[src/rtl/positron_layer_serializer_pkg.sv]
// Shared helpers for the positron layer datapath.
// log2() gives index widths for word counters, never narrower than one bit.
package posit_defines;

  function automatic int log2(input int value);
    int res;
    res = 1;
    for (int i = 1; i < 31; i++) begin
      if ((32'sd1 <<< i) < value) begin
        res = i + 1;
      end else begin
        res = res;
      end
    end
    return res;
  endfunction

endpackage

[src/rtl/positron_layer_serializer_bank.sv]
// One frame buffer: captures a whole layer output in one write,
// then presents the word selected by rd_idx.
module layer_frame_bank
  import posit_defines::*;
#(
  parameter int POSIT_WIDTH  = 4,
  parameter int NB_POSITRONS = 16,
  localparam int IDX_W       = log2(NB_POSITRONS)
) (
  input  logic                                clk,
  input  logic                                rst,
  input  logic                                we,
  input  logic [NB_POSITRONS*POSIT_WIDTH-1:0] wdata,
  input  logic [IDX_W-1:0]                    rd_idx,
  output logic [POSIT_WIDTH-1:0]              rdata
);

  logic [NB_POSITRONS-1:0][POSIT_WIDTH-1:0] mem_r;

  // bank storage, whole frame written at once
  always_ff @(posedge clk or posedge rst) begin
    if (rst) begin
      mem_r <= '0;
    end else if (we) begin
      mem_r <= wdata;
    end else begin
      mem_r <= mem_r;
    end
  end

  // word select; compare-based so a one-word bank needs no special casing
  always_comb begin
    rdata = {POSIT_WIDTH{1'b0}};
    for (int i = 0; i < NB_POSITRONS; i++) begin
      if (rd_idx == IDX_W'(i)) begin
        rdata = mem_r[i];
      end else begin
        rdata = rdata;
      end
    end
  end

endmodule

[src/rtl/positron_layer_serializer.sv]
// Collects a lock-stepped layer's parallel outputs into a ping-pong buffer
// and re-emits each frame as a serial posit stream with sow/eow markers.
module positron_layer_serializer
  import posit_defines::*;
#(
  parameter int POSIT_WIDTH  = 4,
  parameter int NB_POSITRONS = 16
) (
  input  logic                                clk,
  input  logic                                rst,
  output logic                                rtr_o,
  input  logic [NB_POSITRONS-1:0]             rts_i,
  input  logic [NB_POSITRONS-1:0]             eow_i,
  input  logic [NB_POSITRONS*POSIT_WIDTH-1:0] posit_i,
  input  logic                                rtr_i,
  output logic                                rts_o,
  output logic                                sow_o,
  output logic                                eow_o,
  output logic [POSIT_WIDTH-1:0]              posit_o
);

  localparam int IDX_W = log2(NB_POSITRONS);
  localparam logic [IDX_W-1:0] IDX_LAST = IDX_W'(NB_POSITRONS - 1);

  logic [1:0]             bank_full_r, bank_full_s;
  logic                   wr_sel_r, wr_sel_s;
  logic                   rd_sel_r, rd_sel_s;
  logic [IDX_W-1:0]       idx_r, idx_s;
  logic                   partial_seen;
  logic                   cap_s, xfer_s, last_s, partial_s;
  logic [POSIT_WIDTH-1:0] rdata0_s, rdata1_s;
  logic                   eow_unused_s;

  // positrons only raise rts with eow, so eow_i carries no extra information
  assign eow_unused_s = ^eow_i;

  assign rtr_o     = ~bank_full_r[wr_sel_r];
  assign rts_o     = bank_full_r[rd_sel_r];
  assign cap_s     = rtr_o & (&rts_i);
  assign partial_s = (|rts_i) & ~(&rts_i);
  assign xfer_s    = rts_o & rtr_i;
  assign last_s    = (idx_r == IDX_LAST);

  layer_frame_bank #(
    .POSIT_WIDTH  (POSIT_WIDTH),
    .NB_POSITRONS (NB_POSITRONS)
  ) u_bank0 (
    .clk    (clk),
    .rst    (rst),
    .we     (cap_s & ~wr_sel_r),
    .wdata  (posit_i),
    .rd_idx (idx_r),
    .rdata  (rdata0_s)
  );

  layer_frame_bank #(
    .POSIT_WIDTH  (POSIT_WIDTH),
    .NB_POSITRONS (NB_POSITRONS)
  ) u_bank1 (
    .clk    (clk),
    .rst    (rst),
    .we     (cap_s & wr_sel_r),
    .wdata  (posit_i),
    .rd_idx (idx_r),
    .rdata  (rdata1_s)
  );

  // next-state for buffer control; capture and release may hit both banks in one cycle
  always_comb begin
    bank_full_s = bank_full_r;
    wr_sel_s    = wr_sel_r;
    rd_sel_s    = rd_sel_r;
    idx_s       = idx_r;
    if (cap_s) begin
      bank_full_s[wr_sel_r] = 1'b1;
      wr_sel_s              = ~wr_sel_r;
    end else begin
      wr_sel_s = wr_sel_r;
    end
    if (xfer_s && last_s) begin
      bank_full_s[rd_sel_r] = 1'b0;
      rd_sel_s              = ~rd_sel_r;
      idx_s                 = {IDX_W{1'b0}};
    end else if (xfer_s) begin
      idx_s = idx_r + IDX_W'(1);
    end else begin
      idx_s = idx_r;
    end
  end

  // control registers
  always_ff @(posedge clk or posedge rst) begin
    if (rst) begin
      bank_full_r <= 2'b00;
      wr_sel_r    <= 1'b0;
      rd_sel_r    <= 1'b0;
      idx_r       <= {IDX_W{1'b0}};
    end else begin
      bank_full_r <= bank_full_s;
      wr_sel_r    <= wr_sel_s;
      rd_sel_r    <= rd_sel_s;
      idx_r       <= idx_s;
    end
  end

  // sticky flag for a layer that fell out of lock-step
  always_ff @(posedge clk or posedge rst) begin
    if (rst) begin
      partial_seen <= 1'b0;
    end else if (partial_s) begin
      partial_seen <= 1'b1;
    end else begin
      partial_seen <= partial_seen;
    end
  end

  // serial output, zeroed whenever no word is offered
  always_comb begin
    posit_o = {POSIT_WIDTH{1'b0}};
    sow_o   = 1'b0;
    eow_o   = 1'b0;
    if (rts_o) begin
      posit_o = rd_sel_r ? rdata1_s : rdata0_s;
      sow_o   = (idx_r == {IDX_W{1'b0}});
      eow_o   = last_s;
    end else begin
      posit_o = {POSIT_WIDTH{1'b0}};
    end
  end

endmodule

[config.mk]
export PLATFORM = sky130hd
export DESIGN_NAME = positron_layer_serializer
export DESIGN_NICKNAME = d
export VERILOG_FILES = /design/src/rtl/positron_layer_serializer_pkg.sv /design/src/rtl/positron_layer_serializer_bank.sv /design/src/rtl/positron_layer_serializer.sv
export SDC_FILE = /design/constraint.sdc
export NUM_CORES = 1
export LEC_CHECK = 0
export CAP_MARGIN = 20
export CORE_MARGIN = 2
export CORE_UTILIZATION = 33
export CTS_BUF_LIST = sky130_fd_sc_hd__clkbuf_2
export CTS_CLUSTER_SIZE = 20
export DETAILED_ROUTE_END_ITERATION = 16
export HOLD_SLACK_MARGIN = 0.1
export MAX_ROUTING_LAYER = met4
export PLACE_DENSITY_LB_ADDON = 0.12
export SYNTH_ARGS = -nofsm -noshare
export SYNTH_HDL_FRONTEND = slang
export SYNTH_SLANG_ARGS = --single-unit
[constraint.sdc]
create_clock -name clk -period 4.45 [get_ports clk]
set_input_delay 0.6675 -clock clk [delete_from_list [all_inputs] [get_ports clk]]
set_output_delay 0.6675 -clock clk [all_outputs]
set_load 0.05 [all_outputs]
---- Yosys cells after proc, flatten, opt, wreduce, memory -nomap -nowiden ----
Cells that the tools add are included.
storage, ports and cells
  output and inout bits ................... 8
  word-level logic and storage cells ...... 120
  bits of input ports ..................... 99
  bits in registers ....................... 136
operators by class
  add/subtract/negate cells ............... 1
  $lt $le $gt $ge ......................... 4
  mux-type cells .......................... 48
  reduce and logical (&&, ||, !) cells .... 6
  bitwise logic cells ..................... 10
  eq/ne operators ......................... 15
operator list
  kind                   number
  $mux W4                36
  $eq A4 B4 Y1 const B   8
  $eq A4 B3 Y1 const B   4
  $reduce_and A16 Y1     1
  $eq A4 B2 Y1 const B   2
  $mux W1                8
  $add A4 B1 Y4 const B  1
  $and A1 B1 Y1          4
  $eq A4 B1 Y1 const B   1
  $logic_not A4 Y1       1
  $lt A1 B2 Y1 const B   2
  $mux W2                2
  $logic_and A1 B1 Y1    3
  $not A1 Y1             3
  $and A2 B2 Y2          1
  $demux W1 S1           2
  $ge A1 B1 Y1 const B   2
  $not A2 Y2             1
  $or A2 B2 Y2           1
  $reduce_bool A2 Y1     1

---- Longest topological paths before layout ----
Gate-level depths: netlist of the first run.
  depth in word-level cells ............... 19
  mapped depth ............................ 9
  mapped depth without buffers ............ 7

---- Hierarchy ----
A second synthesis of the first run with hierarchy kept.
unflattened totals
  cell total of the unflattened synthesis .. 516
  area, all modules ....................... 6667.6 µm²
by module, submodules not included
  module                     cells each  sequential area each (µm²)  instances  area each (µm²)
  layer_frame_bank           229         1601.5                      2          3066.7
  positron_layer_serializer  58          200.2                       1          534.3

---- Least setup slack after synthesis of the first run ----
No wires, ideal clock.
  path kind ............................... reg2out
  start point ............................. register idx_r[0]
  end point ............................... output port posit_o[0]
  data required time ...................... 3.783 ns
  arrival ................................. 4.092 ns
  buffers on the path ..................... 2
  cell stages (with the launch flop) ...... 9
  path slack .............................. -0.310 ns
  path through ............................ dfrtp_1 > inv_1 > ha_1 > clkbuf_1 > clkbuf_1 > a221oi_1 > o31ai_1 > a2111oi_0 > a2111oi_0
on the way
  word-level cells in the longest chain between the ends .. 19
  elaborated cells between the ends (all ways) .. 50
  classes of those cells .................. 15 x eq/ne; 34 x mux; 1 x reduce/logical
ends and longest elaborated chain
  what                    RTL line                              source
  from (decl)             positron_layer_serializer.sv:28       logic [IDX_W-1:0] idx_r, idx_s;
  from (signal assigned)  positron_layer_serializer.sv:97       idx_r <= {IDX_W{1'b0}};
  from (signal assigned)  positron_layer_serializer.sv:102      idx_r <= idx_s;
  $logic_not A4 Y1        positron_layer_serializer_bank.sv:35  if (rd_idx == IDX_W'(i)) begin
  $mux W4 (16 in series)  positron_layer_serializer_bank.sv:35
  $mux W4 (*)             positron_layer_serializer.sv:123      posit_o = rd_sel_r ? rdata1_s : rdata0_s;
  $mux W4 (*)             positron_layer_serializer.sv:122      if (rts_o) begin
  to (decl)               positron_layer_serializer.sv:19       output logic [POSIT_WIDTH-1:0] posit_o
Mark *: on every way between the ends. The rest lies on a longest branch, timed or not.

---- Worst setup path in the final report of the first run ----
  start point ............................. register idx_r[1]
  end point ............................... output port posit_o[0]
The elaborated chain is that of the path after synthesis.

==> reports/metrics.cfg, run 1 <==
[yosys]
synth_edf_count = 0
syn_area_per_cell_um2 = 12.5
synth_cell_types = 50
synth_area_leader_cell = dfrtp_1
synth_area_leaders = dfrtp_1, mux2_2, mux2_4, a21oi_1, nand2_1
synthCells = 548
syn_nets = 651
synth-seq-cells = 136
netlist.area_leader.share_pct = 49.6
async_flop_share_pct = 100
seq_area_frac_synth_pct = 49.6
ys.flop_type = dfrtp_1
syn_area_mm2 = 0.00687
ys_warn_count = 0

[die]
fp.coreArea_mm2 = 0.0203
die_w_um = 148
boundaryPins = 107
dieArea_mm2 = 0.0220
core.rowCount = 52
start_util_pct = 33.8
die_h_um = 148

[setup_path]
cp_num_buf_inv = 5
cp_slowest_cell = a2111oi_1
worstPathCellList = inv_1, ha_4, buf_4, nor2b_1, buf_4, a221oi_1, o31ai_2, a2111oi_0, a2111oi_1, buf_4, buf_12
crit_path_max_incr_delay_ns = 0.52
reg2reg_slack_ns = 1.75
worstReg2RegEnd = u_bank1.mem_r[5]
startpoint_type = register
path_class = reg2out
required_ns = 3.78
cp-end-kind = output pin
critPathTopFamily = compound AO/OA/AOI/OAI gates
crit_arrival_ns = 3.54
reg2reg_depth = 6
cp_common_cell = buf_4
cp_max_fo = 14
worstReg2RegStart = wr_sel_r

[placed_design]
port_buffers = 90
detailed_place_hpwl_mm = 12.3
placed_cells_incl_taps = 883
placed_cell_area_mm2 = 0.00802
globalplace.congestion = 0.791

[clocking]
path_clk_slew_ns = 0.22
cts_buffers = 17
cts_tree = done
clkLatencyLatePin_ns = 0.71
root_buffer = clkbuf_2
htreeDepth = 4
clock-sinks = 136
clockBufferDepth = 2
post-cts-setup-buffers = 0

[status]
status = complete, no violations

[grt]
gr-total-overflow = 0
grt_pass1_wl_mm = 28.5
grt_max_degree = 68
track_usage_pct = 17.4
antenna_found_initial = 1
grt_pass1_vias = 5013

[sta]
timing_hold_violations_final = 0
drv_slew = 0
min_period_ns = 4.21
setup_viol = 0
fmax_ghz = 0.238
slew_headroom_pct = 34.6
tns_ns = 0
skew_ns = 0.0259
fin_crit_sh_pct = 94.6
tightest_slew_ns = 0.981

[routing]
drcViolationCount = 0
drt_iter0_drc = 285
routed_wl_mm = 18.0
via_count = 4798
drt_first_pass_iters = 4
wl_per_cell_um = 19.7
avgViaCountPerCell = 5.24
ant_nets = 0

[flow_run]
maxCapViolations = 0

[power]
combPwrFrac_pct = 6.0
vdd_ir_drop_max_mv = 0.116
leakagePower_nw = 3.82
swShare_pct = 25.9
p_int_w = 0.00150
p_clk_share_pct = 32.9
switchingPower_w = 0.000526
power_density_mw_per_mm2 = 244
seq_power_share_pct = 61.1

[final_layout]
fin_cells = 916
final_cell_mix = dfrtp_1, clkdlybuf4s50_1, mux2_2, mux2_4, a21oi_1
layout-drive-gt1-share_pct = 32.1
area_delta_synth_final_pct = 20.9
layout_commonest_cell = dfrtp_1
fin_nets = 735
stdcell_area_mm2 = 0.00830

[min_path]
hp-class = in2async

## layer usage
layer / vias up / share of wire (%) / GRT usage, %
li1: 2208 / - / -
met4: 0 / 1.2 / 4.14
met3: 14 / 4.4 / 3.93
met1: 2461 / 49 / 24.3
met5: - / 0 / -
met2: 115 / 45 / 25.9
## timing repair
item	4_1_cts	5_1_grt
pin swaps	1	0
resized for setup	4	16
setup endpoints to repair	4	3
hold buffers	0	0
## worst max-delay path by stage
stage | start | end | slack, ns | depth (start not counted)
2_1_floorplan | rst | bank_full_r[0] | 0.14 | 1
3_3_place_gp | idx_r[0] | posit_o[2] | 0.69 | 8
3_5_place_dp | idx_r[1] | posit_o[2] | 0.67 | 11
4_1_cts | idx_r[1] | posit_o[0] | 0.03 | 9
5_1_grt | idx_r[1] | posit_o[0] | -0.009 | 11
6_report | idx_r[1] | posit_o[0] | 0.24 | 11
## power groups by stage
stage	Clock [W]	Sequential [W]	Combinational, W
finish	0.000667	0.00124	0.000122
global route	0.000746	0.00124	0.000134
CTS	0.000698	0.00124	0.000125
detailed placement	0	0.00126	0.000124
global placement	0	0.00126	0.000122
floorplan	0	0.00126	0.0000262
## flip-flops by register name (all words and copies together), names as in the netlist
| register | cells |
|---|---|
| bank_full_r | 2 |
| idx_r | 4 |
| rd_sel_r | 1 |
| u_bank0.mem_r | 64 |
| u_bank1.mem_r | 64 |
| wr_sel_r | 1 |
## worst register-to-register path: cells and delay by family (launching register included)
kind                   cells  cell delay (ns)
buffers and inverters      1             0.42
DFF                        1             0.49
muxes                      2             0.61
and+or+nand+nor            3             1.10
## cells by family after synthesis
group,after synthesis,synth area share [%]
simple gates,93,7.65
buf+inv,50,4.39
fa+ha+maj,4,0.729
mux,135,24.8
xor+xnor,3,0.383
compound gates,127,12.5
flops,136,49.6
## cells in the mapped netlist, types with 10 or more instances
cell type  instances
dfrtp_1          136
mux2_2            85
mux2_4            49
a21oi_1           40
nand2_1           29
clkbuf_1          21
o21ai_0           15
nor2b_1           14
nand4b_1          11
a2111oi_0         10
nor2_1            10
## stage by stage
| stage | utilization [%] | power (W) | worst slack, ns | hold WS [ns] |
|---|---|---|---|---|
| CTS | 40.6 | 0.00206 | 0.0336 | 0.427 |
| finish | 40.9 | 0.00203 | 0.241 | 0.454 |
| detailed placement | 39.5 | 0.00138 | 0.668 | 0.490 |
| global placement | 39.5 | 0.00138 | 0.694 | 0.486 |
| floorplan | - | 0.00129 | 0.143 | 0.472 |
| global route | 40.9 | 0.00212 | -0.00949 | 0.418 |
## area by class of cell
cell class | count | area [µm²]
inverters | 7 | 32.5
multi-input cells | 362 | 3240
flip-flops and latches | 136 | 3400
clock inverters | 14 | 110
repair buffers | 108 | 1080
clock buffers | 18 | 90.1
diodes | 1 | 2.50
fillers | 2004 | 12000
well taps | 270 | 338
Note: power is estimated with default switching activity, not from simulation.
==> inputs of run 2 (changes only) <==
--- a/config.mk
+++ b/config.mk
@@ -7,7 +7,7 @@
 export LEC_CHECK = 0
 export CAP_MARGIN = 20
 export CORE_MARGIN = 2
-export CORE_UTILIZATION = 33
+export CORE_UTILIZATION = 40
 export CTS_BUF_LIST = sky130_fd_sc_hd__clkbuf_2
 export CTS_CLUSTER_SIZE = 20
 export DETAILED_ROUTE_END_ITERATION = 16
==> run 2 against run 1 <==
Effect of this change: sequential share of layout area rose by 0.35 points; power grew 3.8%; maximum frequency is 0.13% higher; routed wire length down 4.7%; die area decreased by 17%; critical path type unchanged; critical endpoint is now posit_o[1]; largest cell class unchanged.
==> reports/metrics.cfg, run 2 (synthesis gave the netlist of run 1 again) <==
[die]
start_util_pct = 41.1
fp.coreArea_mm2 = 0.0167
core.rowCount = 47
die_w_um = 135
dieArea_mm2 = 0.0182
die_h_um = 135
boundaryPins = 107

[final_layout]
fin_nets = 733
layout-drive-gt1-share_pct = 30.9
multiInputGateArea_mm2 = 0.00322
fin_cells = 863
stdcell_area_mm2 = 0.00823
layout_commonest_cell = dfrtp_1
largestRegisters = u_bank0.mem_r x64, u_bank1.mem_r x64, idx_r x4
n_fill_cell = 1531
n_antenna_cell = 0
final_util_pct = 49.3
ff_latch_area_mm2 = 0.00340
final_cell_mix = dfrtp_1, clkdlybuf4s50_1, mux2_2, mux2_4, a21oi_1
area_delta_synth_final_pct = 19.9

[sta]
setup_slack_ns = 0.247
fin_crit_sh_pct = 94.5
setup_viol = 0
tns_ns = 0
tightest_slew_ns = 0.939
min_period_ns = 4.20
drv_slew = 0
rsz0062_at_grt = false
skew_ns = 0.0422
timing_hold_violations_final = 0
fmax_ghz = 0.238
slew_headroom_pct = 37.4

[routing]
drcViolationCount = 0
via_count = 4863
drt_first_pass_iters = 4
ant_nets = 0
wl_per_cell_um = 19.9
avgViaCountPerCell = 5.63
routed_wl_mm = 17.2
drt_iter0_drc = 344

[grt]
gr-total-overflow = 0
grt_pass1_vias = 5047
grt_max_degree = 74
track_usage_pct = 20.1
top_usage_layer = met2
antenna_found_initial = 0
grt_use_met1_pct = 27.6
global_route.usage.met3_pct = 4.54
use_met2_pct = 30.3
grt_pass1_wl_mm = 27.4

[clocking]
clkLatencyLatePin_ns = 0.71
hold_buffers = 0
path_clk_slew_ns = 0.20
clock-sinks = 136
cts_buffers = 17
htreeDepth = 4
clockBufferDepth = 2
cts_tree = done
post-cts-setup-buffers = 0
root_buffer = clkbuf_2

[status]
status = complete, no violations

[setup_path]
cp-end-kind = output pin
cp_max_fo = 36
crit_path_max_incr_delay_ns = 0.50
startpoint_type = register
cp_slowest_cell = dfrtp_1
crit_arrival_ns = 3.54
path_class = reg2out
worstPathCellList = inv_1, ha_2, buf_6, a21oi_1, o21ai_0, o22ai_1, a2111oi_2, buf_4, buf_12
reg2reg_slack_ns = 1.78
cp_num_buf_inv = 4
required_ns = 3.78
critPathTopFamily = compound AO/OA/AOI/OAI gates

[placed_design]
globalplace.congestion = 0.813
pre_cts_ws_ns = 0.644
placed_cell_area_mm2 = 0.00794
placed_cells_incl_taps = 831
port_buffers = 90
detailed_place_hpwl_mm = 11.7

[power]
power_density_mw_per_mm2 = 256
leakagePower_nw = 3.82
vdd_ir_drop_max_mv = 0.168

[flow_run]
maxCapViolations = 0

[min_path]
hp-class = in2async

==> run 2: cell types whose count changed in the layout (fill, tap and decap cells not counted), moves of 2 or more <==
cell / before / now
clkinv_2: 6 / 0
buf_4: 17 / 14
inv_6: 0 / 3
o31ai_1: 6 / 9
o31ai_2: 3 / 0
a2111oi_0: 4 / 6
a2111oi_1: 4 / 2
buf_6: 0 / 2
clkinv_4: 1 / 3
clkinvlp_4: 6 / 4
==> run 2: timing repair <==
action                                  CTS  global route
resized for setup                         3             9
pin swaps                                 0             3
endpoints found under the setup margin    3             3
==> run 2: through the flow <==
stage	power [W]	hold WS (ns)
final	0.00210	0.506
after global routing	0.00219	0.492
after CTS	0.00213	0.494
after detailed placement	0.00138	0.489
after global placement	0.00138	0.485
after floorplan	0.00129	0.472
==> run 2: path summary, 6_finish.rpt <==
kind	start	to	cells after the start
setup / recovery	idx_r[0]	posit_o[1]	9
hold / removal	rst	u_bank1.mem_r[59]	2
setup reg to reg	wr_sel_r	u_bank1.mem_r[9]	6
hold reg to reg	u_bank0.mem_r[43]	u_bank0.mem_r[43]	1
max in group asynchronous	rst	u_bank0.mem_r[56]	3
min in group clk	u_bank0.mem_r[43]	u_bank0.mem_r[43]	1
==> run 2: worst register-to-register path, stage by stage (launching register included) <==
cell and delay (ns):
dfrtp_1 0.50, mux2i_1 0.26, nand2_1 0.08, or4_4 0.46, or2_4 0.52, buf_4 0.42
mux2_4 0.35
==> run 2: layout make-up <==
class	instances	area share, %
flip-flops and latches	136	41.3
multi-input cells	362	39.1
repair buffers	106	13.0
well taps	220	3.34
clock inverters	14	1.82
clock buffers	18	1.09
inverters	7	0.350
==> run 2: power breakdown <==
group          internal, W  switching, W
clock network     0.000262      0.000482
registers          0.00124   0.000000513
logic            0.0000697     0.0000513
==> run 2: routing by layer <==
metal  up-vias  part of all wire, %
met5         -                    0
met4         0                  1.2
met3        13                  5.1
met2       115                   46
met1      2532                   47
li1       2203                    -
==> inputs of run 3 (changes only) <==
--- a/config.mk
+++ b/config.mk
@@ -14,6 +14,7 @@
 export HOLD_SLACK_MARGIN = 0.1
 export MAX_ROUTING_LAYER = met4
 export PLACE_DENSITY_LB_ADDON = 0.12
+export SLEW_MARGIN = 15
 export SYNTH_ARGS = -nofsm -noshare
 export SYNTH_HDL_FRONTEND = slang
 export SYNTH_SLANG_ARGS = --single-unit
==> results of run 3 <==
Same layout as run 2: the final DEF is identical, and so are final timing and power.
==> RTL change, RTL diff (config.mk and constraints of run 2) <==
Put a register stage on the output `posit_o`. The value now appears one clock later. The other outputs are not delayed to match.
--- a/src/rtl/positron_layer_serializer.sv
+++ b/src/rtl/positron_layer_serializer.sv
@@ -23,2 +23,4 @@
   localparam logic [IDX_W-1:0] IDX_LAST = IDX_W'(NB_POSITRONS - 1);
+
+  logic [POSIT_WIDTH-1:0] posit_d;
 
@@ -118,3 +120,3 @@
   always_comb begin
-    posit_o = {POSIT_WIDTH{1'b0}};
+    posit_d = {POSIT_WIDTH{1'b0}};
     sow_o   = 1'b0;
@@ -122,3 +124,3 @@
     if (rts_o) begin
-      posit_o = rd_sel_r ? rdata1_s : rdata0_s;
+      posit_d = rd_sel_r ? rdata1_s : rdata0_s;
       sow_o   = (idx_r == {IDX_W{1'b0}});
@@ -126,4 +128,8 @@
     end else begin
-      posit_o = {POSIT_WIDTH{1'b0}};
+      posit_d = {POSIT_WIDTH{1'b0}};
     end
+  end
+
+  always_ff @(posedge clk) begin
+    posit_o <= posit_d;
   end
Behaviour: not the same (a bounded check fails within 4 cycles, from zero or initial values and one cycle with rst high).
==> RTL change against run 2 <==
Setup slack better by 150 ps. Area after synthesis down 1.7%. Via count up 24%. Sequential cell count up 4. Final area down 3.2%. Non-clock buffer count down 1. Maximum frequency up 3.7%. Wire length up 13%. Sequential share of layout area up 2.4 points. Power down 2.9%. Largest power group unchanged. Highest routed layer unchanged.
==> RTL change: results (changes against run 2) <==
Parameter                              Value

Synthesis
  Biggest area contributors in the synthesized netlist ... sky130_fd_sc_hd__dfrtp_1, sky130_fd_sc_hd__nand2_1, sky130_fd_sc_hd__a21oi_1 (was sky130_fd_sc_hd__dfrtp_1, sky130_fd_sc_hd__mux2_2, sky130_fd_sc_hd__mux2_4)
  Synthesized net count ... 932 (was 651)
  List of most frequent post-synthesis cells ... sky130_fd_sc_hd__nand2_1, sky130_fd_sc_hd__dfrtp_1, sky130_fd_sc_hd__a21oi_1 (was sky130_fd_sc_hd__dfrtp_1, sky130_fd_sc_hd__mux2_2, sky130_fd_sc_hd__mux2_4)
  Number of distinct library cells after synthesis ... 52 (was 50)
  Fraction of synthesis flops using an asynchronous set or reset pin ... 0.971 (was 1.00)

Placement
  GPL Wtd Cong ... 0.989 (was 0.813)

Clock tree
  Clock insertion delay at the later pin of the skew report ... 730 ps (was 710 ps)
  Post-cts sizing count ... 0 (was 3)

Layout
  Net count of the finished layout ... 1,002 (was 733)
  Area of the multi-input gates ... 2920 sq um (was 3220 sq um)
  Sequential cell area in the final layout ... 3480 sq um (was 3400 sq um)
  Fraction of final layout cells sized beyond drive strength 1 ... 0.0592 (was 0.309)
  Clock Buffer Count ... 21 (was 18)
  Final-layout fill cell count ... 1,620 (was 1,531)
  Proportion of cell area spent on the clock network ... 0.0229 (was 0.0292)
  Number of buffers outside the clock class in the layout ... 105 (was 106)
  Largest registers in the final layout ... u_bank0.mem_r (64), u_bank1.mem_r (64) (was u_bank0.mem_r (64), u_bank1.mem_r (64), idx_r (4))
  N_diodes ... 1 (was 0)
  Count of multi-input gates ... 622 (was 362)

Power
  Largest voltage drop on the vdd net ... 0.173 mV (was 0.168 mV)
  Switching power share of the total ... 0.246 (was 0.254)

GRT
  Fraction of met3 tracks used by global routing ... 0.0465 (was 0.0454)
  First-pass GRT wire length ... 31,700 um (was 27,400 um)
  Routing usage on met2 ... 0.362 (was 0.303)
  Number of antenna violations at the first check in global routing ... 1 (was 0)

Drt
  Total number of vias ... 6,009 (was 4,863)
  Starting DRT DRC Count ... 552 (was 344)
  Initial DRT Pass Iterations ... 5 (was 4)
  Total Wirelength ... 19,500 um (was 17,200 um)

Critical path
  Kind of cell with the highest combined delay on the critical path ... simple AND/OR/NAND/NOR gates (was compound AO/OA/AOI/OAI gates)
  CP max stage cell ... sky130_fd_sc_hd__clkdlybuf4s50_1 (was sky130_fd_sc_hd__dfrtp_1)
  Crit path largest cell delay ... 810 ps (was 500 ps)
  Slack of the worst reg-to-reg path ... 1380 ps (was 1780 ps)

Run status
  Result of the run ... complete, no violations (unchanged)

Timing
  Final clock skew ... 18.9 ps (was 42.2 ps)
[RTL change: cell count changes after synthesis, sizes merged, moves of 8 or more]
cell and delta:
a22oi +8, nor2 +9, o21bai -9, nand2 +375, buf +12, a21oi +8
a2111oi -10, o21ai +16, nor2b -8, nand4b -11, mux2 -133
[RTL change: cell families (layout without fill, tap and decap cells)]
group,count (synthesis),in the layout,synth area share
buf+inv,67,150,0.0515
flops,140,140,0.516
compound gates,146,146,0.141
other cells,0,1,0
mux,2,2,0.00315
xor+xnor,2,2,0.00260
fa+ha+maj,4,4,0.00742
simple gates,468,468,0.278
[RTL change: final timing paths]
path | cells past startpoint | end | start
worst max-delay path | 4 | eow_o | idx_r[2]
worst min-delay path | 2 | u_bank0.mem_r[15] | rst
worst max register to register | 9 | posit_o[0] | idx_r[0]
worst min register to register | 2 | u_bank0.mem_r[19] | u_bank0.mem_r[19]
max in group asynchronous | 3 | u_bank0.mem_r[34] | rst
min in group clk | 3 | u_bank0.mem_r[16] | posit_i[16]
[RTL change: metrics by stage]
step / instance area, sq um / worst slack, ps / cells / hold WS [ps] / power, mW
floorplan: 6750 / 143 / 829 / 430 / 1.32
global placement: 7780 / 1270 / 1100 / 445 / 1.42
detailed placement: 7780 / 1250 / 1100 / 457 / 1.42
CTS: 7970 / 380 / 1132 / 286 / 2.06
global route: 7970 / 152 / 1133 / 295 / 2.13
finish: 7970 / 396 / 1133 / 299 / 2.04
[RTL change: metal layers]
metal / wire length [um] / vias to the layer above
met5: 0 / -
met4: 303 / 0
met3: 1140 / 22
met2: 9070 / 218
met1: 8950 / 2902
li1: - / 2867
